==> src/rtl/lsu_issue_queue_pkg.sv <==
// rtl/lsu_issue_queue_pkg.sv - shared LSU issue-queue payload type and tag width
package lsu_issue_queue_pkg;

  localparam int PRF_TAG_W = 6;

  typedef enum logic [1:0] {
    LSU_LOAD  = 2'd0,
    LSU_STORE = 2'd1,
    LSU_AMO   = 2'd2,
    LSU_FENCE = 2'd3
  } lsu_op_e;

  typedef struct packed {
    lsu_op_e              op;
    logic [1:0]           size;
    logic                 sign_ext;
    logic [4:0]           rob_idx;
    logic [PRF_TAG_W-1:0] rd_tag;
    logic [15:0]          imm;
  } LSU_Queue_Meta;

  localparam int LSU_META_W = $bits(LSU_Queue_Meta);

endpackage

==> src/rtl/iq_wakeup_match.sv <==
// rtl/iq_wakeup_match.sv - compares one source tag against both writeback wakeup ports
module iq_wakeup_match
  import lsu_issue_queue_pkg::*;
#(
  parameter int PRF_W = PRF_TAG_W
) (
  input  logic [PRF_W-1:0] tag_i,
  input  logic             wb_wen_0_i,
  input  logic [PRF_W-1:0] wb_tag_0_i,
  input  logic             wb_wen_1_i,
  input  logic [PRF_W-1:0] wb_tag_1_i,
  output logic             hit_o
);

  assign hit_o = (wb_wen_0_i && (wb_tag_0_i == tag_i)) ||
                 (wb_wen_1_i && (wb_tag_1_i == tag_i));

endmodule

==> src/rtl/lsu_issue_queue.sv <==
// rtl/lsu_issue_queue.sv - in-order dual-enqueue single-issue LSU issue queue
// Circular buffer with per-entry operand readiness tracked by writeback wakeup.
module lsu_issue_queue
  import lsu_issue_queue_pkg::*;
#(
  parameter int DEPTH = 8,
  parameter int PRF_W = PRF_TAG_W
) (
  input  logic                        clk,
  input  logic                        rst,
  input  logic                        flush,
  input  logic                        rs_lsu_wen_0,
  input  logic                        rs_lsu_wen_1,
  input  logic [LSU_META_W-1:0]       rs_lsu_dout_0,
  input  logic [LSU_META_W-1:0]       rs_lsu_dout_1,
  input  logic [PRF_W-1:0]            enq_rs_tag_0,
  input  logic [PRF_W-1:0]            enq_rt_tag_0,
  input  logic                        enq_rs_rdy_0,
  input  logic                        enq_rt_rdy_0,
  input  logic [PRF_W-1:0]            enq_rs_tag_1,
  input  logic [PRF_W-1:0]            enq_rt_tag_1,
  input  logic                        enq_rs_rdy_1,
  input  logic                        enq_rt_rdy_1,
  input  logic                        wb_wen_0,
  input  logic                        wb_wen_1,
  input  logic [PRF_W-1:0]            wb_tag_0,
  input  logic [PRF_W-1:0]            wb_tag_1,
  output logic                        rs_lsu_ready,
  output logic                        iss_valid,
  output logic [LSU_META_W-1:0]       iss_data,
  input  logic                        iss_ready,
  output logic [$clog2(DEPTH):0]      count
);

  localparam int PTR_W = $clog2(DEPTH);
  localparam int CNT_W = PTR_W + 1;

  logic [LSU_META_W-1:0] payload_q [DEPTH];
  logic [PRF_W-1:0]      rs_tag_q  [DEPTH];
  logic [PRF_W-1:0]      rt_tag_q  [DEPTH];
  logic [DEPTH-1:0]      rs_rdy_q, rs_rdy_d;
  logic [DEPTH-1:0]      rt_rdy_q, rt_rdy_d;
  logic [PTR_W-1:0]      head_q, head_d;
  logic [PTR_W-1:0]      tail_q, tail_d;
  logic [CNT_W-1:0]      count_q, count_d;

  logic [DEPTH-1:0]      entry_vld;
  logic [DEPTH-1:0]      rs_hit, rt_hit;
  logic                  enq_rs_hit_0, enq_rt_hit_0, enq_rs_hit_1, enq_rt_hit_1;
  logic                  clr;
  logic                  we_0, we_1, deq;
  logic [1:0]            enq_n;
  logic [PTR_W-1:0]      slot1_ptr;

  assign clr  = rst | flush;

  // Ready looks only at registered occupancy so dispatch never waits on this cycle's issue.
  assign rs_lsu_ready = (count_q <= CNT_W'(DEPTH - 2));
  assign iss_valid    = (count_q != '0) & rs_rdy_q[head_q] & rt_rdy_q[head_q];
  assign iss_data     = payload_q[head_q];
  assign count        = count_q;

  assign we_0      = rs_lsu_wen_0 & rs_lsu_ready & ~clr;
  assign we_1      = rs_lsu_wen_1 & rs_lsu_ready & ~clr;
  assign deq       = iss_valid & iss_ready;
  assign enq_n     = {1'b0, we_0} + {1'b0, we_1};
  assign slot1_ptr = we_0 ? tail_q + PTR_W'(1) : tail_q;

  for (genvar g = 0; g < DEPTH; g++) begin : g_entry
    logic [PTR_W-1:0] off;
    assign off          = PTR_W'(g) - head_q;
    assign entry_vld[g] = ({1'b0, off} < count_q);

    iq_wakeup_match #(.PRF_W(PRF_W)) u_rs_match (
      .tag_i(rs_tag_q[g]), .wb_wen_0_i(wb_wen_0), .wb_tag_0_i(wb_tag_0),
      .wb_wen_1_i(wb_wen_1), .wb_tag_1_i(wb_tag_1), .hit_o(rs_hit[g])
    );
    iq_wakeup_match #(.PRF_W(PRF_W)) u_rt_match (
      .tag_i(rt_tag_q[g]), .wb_wen_0_i(wb_wen_0), .wb_tag_0_i(wb_tag_0),
      .wb_wen_1_i(wb_wen_1), .wb_tag_1_i(wb_tag_1), .hit_o(rt_hit[g])
    );
  end

  // Bypass: a tag written back in the enqueue cycle would otherwise never wake the entry.
  iq_wakeup_match #(.PRF_W(PRF_W)) u_enq_rs_match_0 (
    .tag_i(enq_rs_tag_0), .wb_wen_0_i(wb_wen_0), .wb_tag_0_i(wb_tag_0),
    .wb_wen_1_i(wb_wen_1), .wb_tag_1_i(wb_tag_1), .hit_o(enq_rs_hit_0)
  );
  iq_wakeup_match #(.PRF_W(PRF_W)) u_enq_rt_match_0 (
    .tag_i(enq_rt_tag_0), .wb_wen_0_i(wb_wen_0), .wb_tag_0_i(wb_tag_0),
    .wb_wen_1_i(wb_wen_1), .wb_tag_1_i(wb_tag_1), .hit_o(enq_rt_hit_0)
  );
  iq_wakeup_match #(.PRF_W(PRF_W)) u_enq_rs_match_1 (
    .tag_i(enq_rs_tag_1), .wb_wen_0_i(wb_wen_0), .wb_tag_0_i(wb_tag_0),
    .wb_wen_1_i(wb_wen_1), .wb_tag_1_i(wb_tag_1), .hit_o(enq_rs_hit_1)
  );
  iq_wakeup_match #(.PRF_W(PRF_W)) u_enq_rt_match_1 (
    .tag_i(enq_rt_tag_1), .wb_wen_0_i(wb_wen_0), .wb_tag_0_i(wb_tag_0),
    .wb_wen_1_i(wb_wen_1), .wb_tag_1_i(wb_tag_1), .hit_o(enq_rt_hit_1)
  );

  always_comb begin
    rs_rdy_d = rs_rdy_q | (rs_hit & entry_vld);
    rt_rdy_d = rt_rdy_q | (rt_hit & entry_vld);
    if (we_0) begin
      rs_rdy_d[tail_q] = enq_rs_rdy_0 | enq_rs_hit_0;
      rt_rdy_d[tail_q] = enq_rt_rdy_0 | enq_rt_hit_0;
    end
    if (we_1) begin
      rs_rdy_d[slot1_ptr] = enq_rs_rdy_1 | enq_rs_hit_1;
      rt_rdy_d[slot1_ptr] = enq_rt_rdy_1 | enq_rt_hit_1;
    end
    tail_d  = tail_q + PTR_W'(enq_n);
    head_d  = head_q + PTR_W'(deq);
    count_d = count_q + CNT_W'(enq_n) - CNT_W'(deq);
  end

  always_ff @(posedge clk) begin
    if (clr) begin
      head_q   <= '0;
      tail_q   <= '0;
      count_q  <= '0;
      rs_rdy_q <= '0;
      rt_rdy_q <= '0;
    end else begin
      head_q   <= head_d;
      tail_q   <= tail_d;
      count_q  <= count_d;
      rs_rdy_q <= rs_rdy_d;
      rt_rdy_q <= rt_rdy_d;
    end
  end

  // Payload and tags need no reset: an entry is only observed once its slot is occupied.
  always_ff @(posedge clk) begin
    if (we_0) begin
      payload_q[tail_q] <= rs_lsu_dout_0;
      rs_tag_q[tail_q]  <= enq_rs_tag_0;
      rt_tag_q[tail_q]  <= enq_rt_tag_0;
    end
    if (we_1) begin
      payload_q[slot1_ptr] <= rs_lsu_dout_1;
      rs_tag_q[slot1_ptr]  <= enq_rs_tag_1;
      rt_tag_q[slot1_ptr]  <= enq_rt_tag_1;
    end
  end

  enq_overflow_a: assert property (@(posedge clk) disable iff (rst)
    !((rs_lsu_wen_0 | rs_lsu_wen_1) & ~rs_lsu_ready));

endmodule
==> config.mk <==
export PLATFORM = sky130hd
export DESIGN_NAME = lsu_issue_queue
export DESIGN_NICKNAME = d
export VERILOG_FILES = /design/src/rtl/lsu_issue_queue_pkg.sv /design/src/rtl/iq_wakeup_match.sv /design/src/rtl/lsu_issue_queue.sv
export SDC_FILE = /design/constraint.sdc
export NUM_CORES = 1
export LEC_CHECK = 0
export BUFFER_PORTS_ARGS = -buffer_cell sky130_fd_sc_hd__buf_2
export CORE_ASPECT_RATIO = 1.4
export CORE_MARGIN = 5
export CORE_UTILIZATION = 35
export CTS_CLUSTER_SIZE = 40
export DETAILED_ROUTE_END_ITERATION = 8
export GPL_TIMING_DRIVEN = 0
export PLACE_DENSITY_LB_ADDON = 0.08
export SYNTH_ARGS = -nofsm -noshare
export SYNTH_HDL_FRONTEND = slang
export SYNTH_SLANG_ARGS = --single-unit
==> constraint.sdc <==
create_clock -name clk -period 3.3 [get_ports clk]
set_clock_uncertainty 0.1 [all_clocks]
set_input_delay 0 -clock clk [delete_from_list [all_inputs] [get_ports clk]]
set_output_delay 0 -clock clk [all_outputs]
set_load 0.01 [all_outputs]
# After elaboration in Yosys (flattened, before gate mapping)
# Memory sizes are Yosys's and may differ from the RTL's. A register that Yosys moved wholly into a read port is not among the register bits.
# Cells that the tools add are included.
[op_classes] eq_ne=40 n_reduce_logical=63 bitwise=17 n_mux=22 magnitude_cmp=14 div_mod_pow=0 shifts=0 addsub=14 multipliers=0
[op_table] operator="$eq A6 B6 Y1" count=40
[op_table] operator="$logic_and A1 B1 Y1" count=42
[op_table] operator="$bwmux W8" count=4
[op_table] operator="$lt A3 B4 Y1" count=8
[op_table] operator="$mux W8" count=4
[op_table] operator="$logic_or A1 B1 Y1" count=20
[op_table] operator="$and A8 B8 Y8" count=2
[op_table] operator="$or A8 B8 Y8" count=2
[op_table] operator="$lt A3 B4 Y1 const B" count=3
[op_table] operator="$sub A3 B3 Y3 const A" count=4
[op_table] operator="$mux W1" count=8
[op_table] operator="$and A1 B1 Y1" count=7
[op_table] operator="$bmux W1 S3" count=2
[op_table] operator="$demux W1 S3" count=2
[op_table] operator="$ge A3 B1 Y1 const B" count=2
[op_table] operator="$mux W3" count=2
[op_table] operator="$sub A1 B3 Y3 const A" count=2
[op_table] operator="$sub A2 B3 Y3 const A" count=2
[op_table] operator="$or A1 B1 Y1" count=5
[op_table] operator="$add A4 B2 Y4" count=1
[op_table] operator="$le A4 B3 Y1 const B" count=1
[op_table] operator="$reduce_bool A4 Y1" count=1
[op_table] operator="$sub A4 B1 Y4" count=1
[op_table] operator="$add A3 B1 Y3" count=1
[op_table] operator="4 further kinds" count=4
[word_totals] latchBits=0 romBits=0 word_cells=178 mem_count=3 mem_bits_rw=352 register_bits=26 output_inout_bits=38
[mem_list] name="payload_q" depth=8 width=32 rd=1 rd_ports_with_merged_regs=1 write_ports=2 line="lsu_issue_queue.sv:38" rtl="logic [LSU_META_W-1:0] payload_q [DEPTH];"
[mem_list] name="rs_tag_q" depth=8 width=6 rd=8 rd_ports_with_merged_regs=0 write_ports=2 line="lsu_issue_queue.sv:39" rtl="logic [PRF_W-1:0] rs_tag_q [DEPTH];"
[mem_list] name="rt_tag_q" depth=8 width=6 rd=8 rd_ports_with_merged_regs=0 write_ports=2 line="lsu_issue_queue.sv:40" rtl="logic [PRF_W-1:0] rt_tag_q [DEPTH];"

# Logic depth before layout (Yosys ltp)
[logic_depth] word_depth=10 mapped_depth=15 ltp_nobuf=14

# Cells and area by module
# A second synthesis with hierarchy kept.
[hier_totals] hier_cells=1561 area_unflattened_um2=21683.3
[by_module_without_submodules] module="lsu_issue_queue" area_each_um2=19005.7 seq_area_each_um2=11090.6 cells_per_inst=1221 instances=1
[by_module_without_submodules] module="iq_wakeup_match" area_each_um2=133.9 seq_area_each_um2=0.0 cells_per_inst=17 instances=20

# Worst setup path after synthesis
# No wires, ideal clock.
[synth_timing] kind="reg-to-reg" from="register count_q[3], in the netlist count[3]" to="memory payload_q[6][0] in the netlist's numbering, enable pin" required_time_ns=2.792 path_buffers=2 setup_ns=0.408 setup_slack_ns=-0.289 path_stages_with_launch=10 arrival_time_ns=3.081 cell_sequence="dfxtp_1 -> clkinv_1 -> ha_1 -> and3_1 -> a211oi_2 -> and3b_2 -> and2b_4 -> buf_6 -> buf_6 -> nand2b_1"
[synth_lines] element="start, declared" line="lsu_issue_queue.sv:45" rtl="logic [CNT_W-1:0] count_q, count_d;"
[synth_lines] element="start signal, assigned" line="lsu_issue_queue.sv:128" rtl="count_q <= count_d;"
[synth_lines] element="end, declared" line="lsu_issue_queue.sv:38"

==> flow_summary.yaml <==
status:
  run_status: "finished clean"
yosys:
  netlist_area_mm2: 0.0219
  ys_seq_area_share_pct: 50.7
  yosysTopAreaCellShare_pct: 48.3
  synth_fp_nets: 1801
  synth_top_cell_by_area: "edfxtp_1"
  yosys-top-cells-area: "edfxtp_1 (48%), mux2_2 (13%), xnor2_1 (8.8%)"
  netlist_instances: 1661
  yosysUniqueCellTypes: 51
  synth.avg_cell_area_um2: 13.2
  yosys_warnings: 0
  synth_edf_count: 352
  synth_seq_cells: 378
  synthArstFlopShare_pct: 0
  synth_top_flop_cell: "edfxtp_1"
critical_path:
  r2r_slack_ps: 140
  r2r-start: "count[3]$_SDFF_PP0_"
  crit_type: "reg2reg"
  reg2reg_depth: 11
  critPathCaptureType: "register"
  critPathArrivalTime_ps: 3320
  reg2reg_to: "payload_q[6][10]$_DFFE_PP_"
  critPathMaxFanout: 23
  crit_path_start_kind: "register"
  worst-endpoint-required_ps: 3450
job:
  max_cap_viol_count: 0
cells_and_area:
  syn_to_final_growth_pct: 20.2
  final_util_pct: 42.4
  layout_commonest_cell: "edfxtp_1"
  fin_nets: 2091
  final_cell_mix: "edfxtp_1 (352), mux2_2 (259), nand2_1 (246)"
  layout-drive-gt1-share_pct: 32.7
sta:
  period_minus_slack_ps: 3160
  finalCritPeriodShare_pct: 95.9
  fmax_mhz: 316
  final-setup-viol-count: 0
  slew_violations: 0
  final_hold_viol_count: 0
  worstMarginPinSlew_ps: 1090
  slew_headroom_pct: 27.3
  rsz0062_at_grt: "false"
grt:
  track_usage_pct: 21.7
  antenna_found_initial: 4
  overflow: 0
  grt_pass1_wl_um: 109000
  grt_pass1_vias: 15800
  grt_max_degree: 45
clocking:
  cts_tree: "done"
  clockBufferDepth: 3
  h-tree-depth: 2
  insertion_delay_ps: 570
  cts_buffers: 42
  clock_tree.root_cell: "clkbuf_16"
  clk_pin_slew_ps: 70
  cts_sinks: 378
floorplanning:
  dieArea_mm2: 0.0676
  die_height_um: 306
  io_pins: 150
  start_util_pct: 35.2
  core_region_area_mm2: 0.0620
  num_rows: 108
  die_w_um: 221
drt:
  drcViolationCount: 0
  ant_nets: 0
  vias: 14800
  drt_iter0_markers: 956
  drt_pass1_iterations: 5
  drt_wl_total_um: 74600
  vias_per_cell: 5.28
  routedWlPerCell_um: 26.6
power_and_ir_drop:
  irDropWorstVdd_mv: 0.307
  pwr_density_cell_mw_per_mm2: 419
  total_power_mw: 11.0
  leakagePower_nw: 9.13
placed_design:
  dp_hpwl_um: 48700
  gp_congestion: 0.823
  port_buffers: 124
min_path:
  min_from: "rs_lsu_wen_1"
  min_to: "tail_q[0]$_SDFF_PP0_"
  min_path_cells: 5
  hp-class: "in2reg"
-- logic make-up after synthesis --
logic type	count (synthesis)	share of synthesized area (%)
compound gates	87	2.78
xor+xnor	247	9.90
fa+ha+maj	28	1.67
buf+inv	149	3.53
flops	378	50.7
mux	379	23.4
simple gates	393	8.02
-- cell type report --
type | instances | area [µm²]
buffer | 128 | 767
clock inverter | 16 | 119
tap | 825 | 1030
inverter | 20 | 82.6
timing repair buffer | 245 | 1900
multi-input combinational | 1136 | 10200
clock buffer | 57 | 1130
fill | 5823 | 35700
sequential | 378 | 11100
antenna | 2 | 5.00
-- routing by layer --
layer	up-vias	global-route usage [%]	part of all wire, %
li1	6726	-	-
met1	7599	26.1	40
met2	378	40.2	53
met3	124	2.92	3.8
met4	4	6.83	3.2
met5	-	0	0.036
-- how the worst max path moves through the flow --
stage | startpoint | endpoint | slack, ps | cells after the start
2_1_floorplan | count[3]$_SDFF_PP0_ | payload_q[5][0]$_DFFE_PP_ | 10 | 9
3_3_place_gp | count[3]$_SDFF_PP0_ | payload_q[5][0]$_DFFE_PP_ | -1710 | 9
3_5_place_dp | count[3]$_SDFF_PP0_ | payload_q[7][6]$_DFFE_PP_ | -1000 | 10
4_1_cts | count[3]$_SDFF_PP0_ | payload_q[7][5]$_DFFE_PP_ | 10 | 10
5_1_grt | head_q[0]$_SDFF_PP0_ | count[1]$_SDFF_PP0_ | 10 | 11
6_report | count[3]$_SDFF_PP0_ | payload_q[6][10]$_DFFE_PP_ | 140 | 11
-- worst max-delay path, stage by stage (launching register included) --
cell and delay, ps:
dfxtp_4 400, inv_8 50, ha_1 180, and3_1 220, a211oi_4 320, buf_4 180, and3b_2 290, and2b_4 210
buf_6 210, buf_8 220, nand2b_4 190, buf_12 230
-- cell usage after synthesis, drive strengths merged, types with 26 or more instances --
library cell  number
buf               91
clkbuf            38
dfxtp             26
edfxtp           352
ha                26
mux2             308
mux4              67
nand2            258
nand3             39
nand4             41
o22ai             29
xnor2            220
xor2              27
-- where the power goes --
part	switching [mW]	leakage (nW)	total [mW]	internal [mW]
Clock	1.99	0.602	4.53	2.54
Combinational	0.620	5.14	1.16	0.541
Sequential	0.0251	3.39	5.33	5.30
-- flip-flops by register name, indices dropped and copies added (netlist names) --
register and cells:
rs_rdy_q 8, head_q 3, payload_q 256, rt_rdy_q 8
rt_tag_q 48, rs_tag_q 48, tail_q 3, count 4
-- stage by stage --
step,instances,hold slack [ps],area [µm²],setup TNS (ps),setup WS (ps)
after global routing,2807,70.9,26300,0,10.5
after global placement,2610,265,23500,-397590,-1710
after CTS,2803,3.72,26200,0,14.5
after detailed placement,2616,270,23700,-138230,-997
after floorplan,1661,74.4,21900,0,10.3
final,2807,32.2,26300,0,137
-- repair_timing --
action	in CTS	in global routing
gates resized for setup	23	38
setup buffers	2	3
pin swaps	3	1
endpoints found under the setup margin	449	145
cloned	2	0
endpoints found under the hold margin	312	0
hold buffers	110	0
No activity file was read; power rests on OpenSTA's default activity.
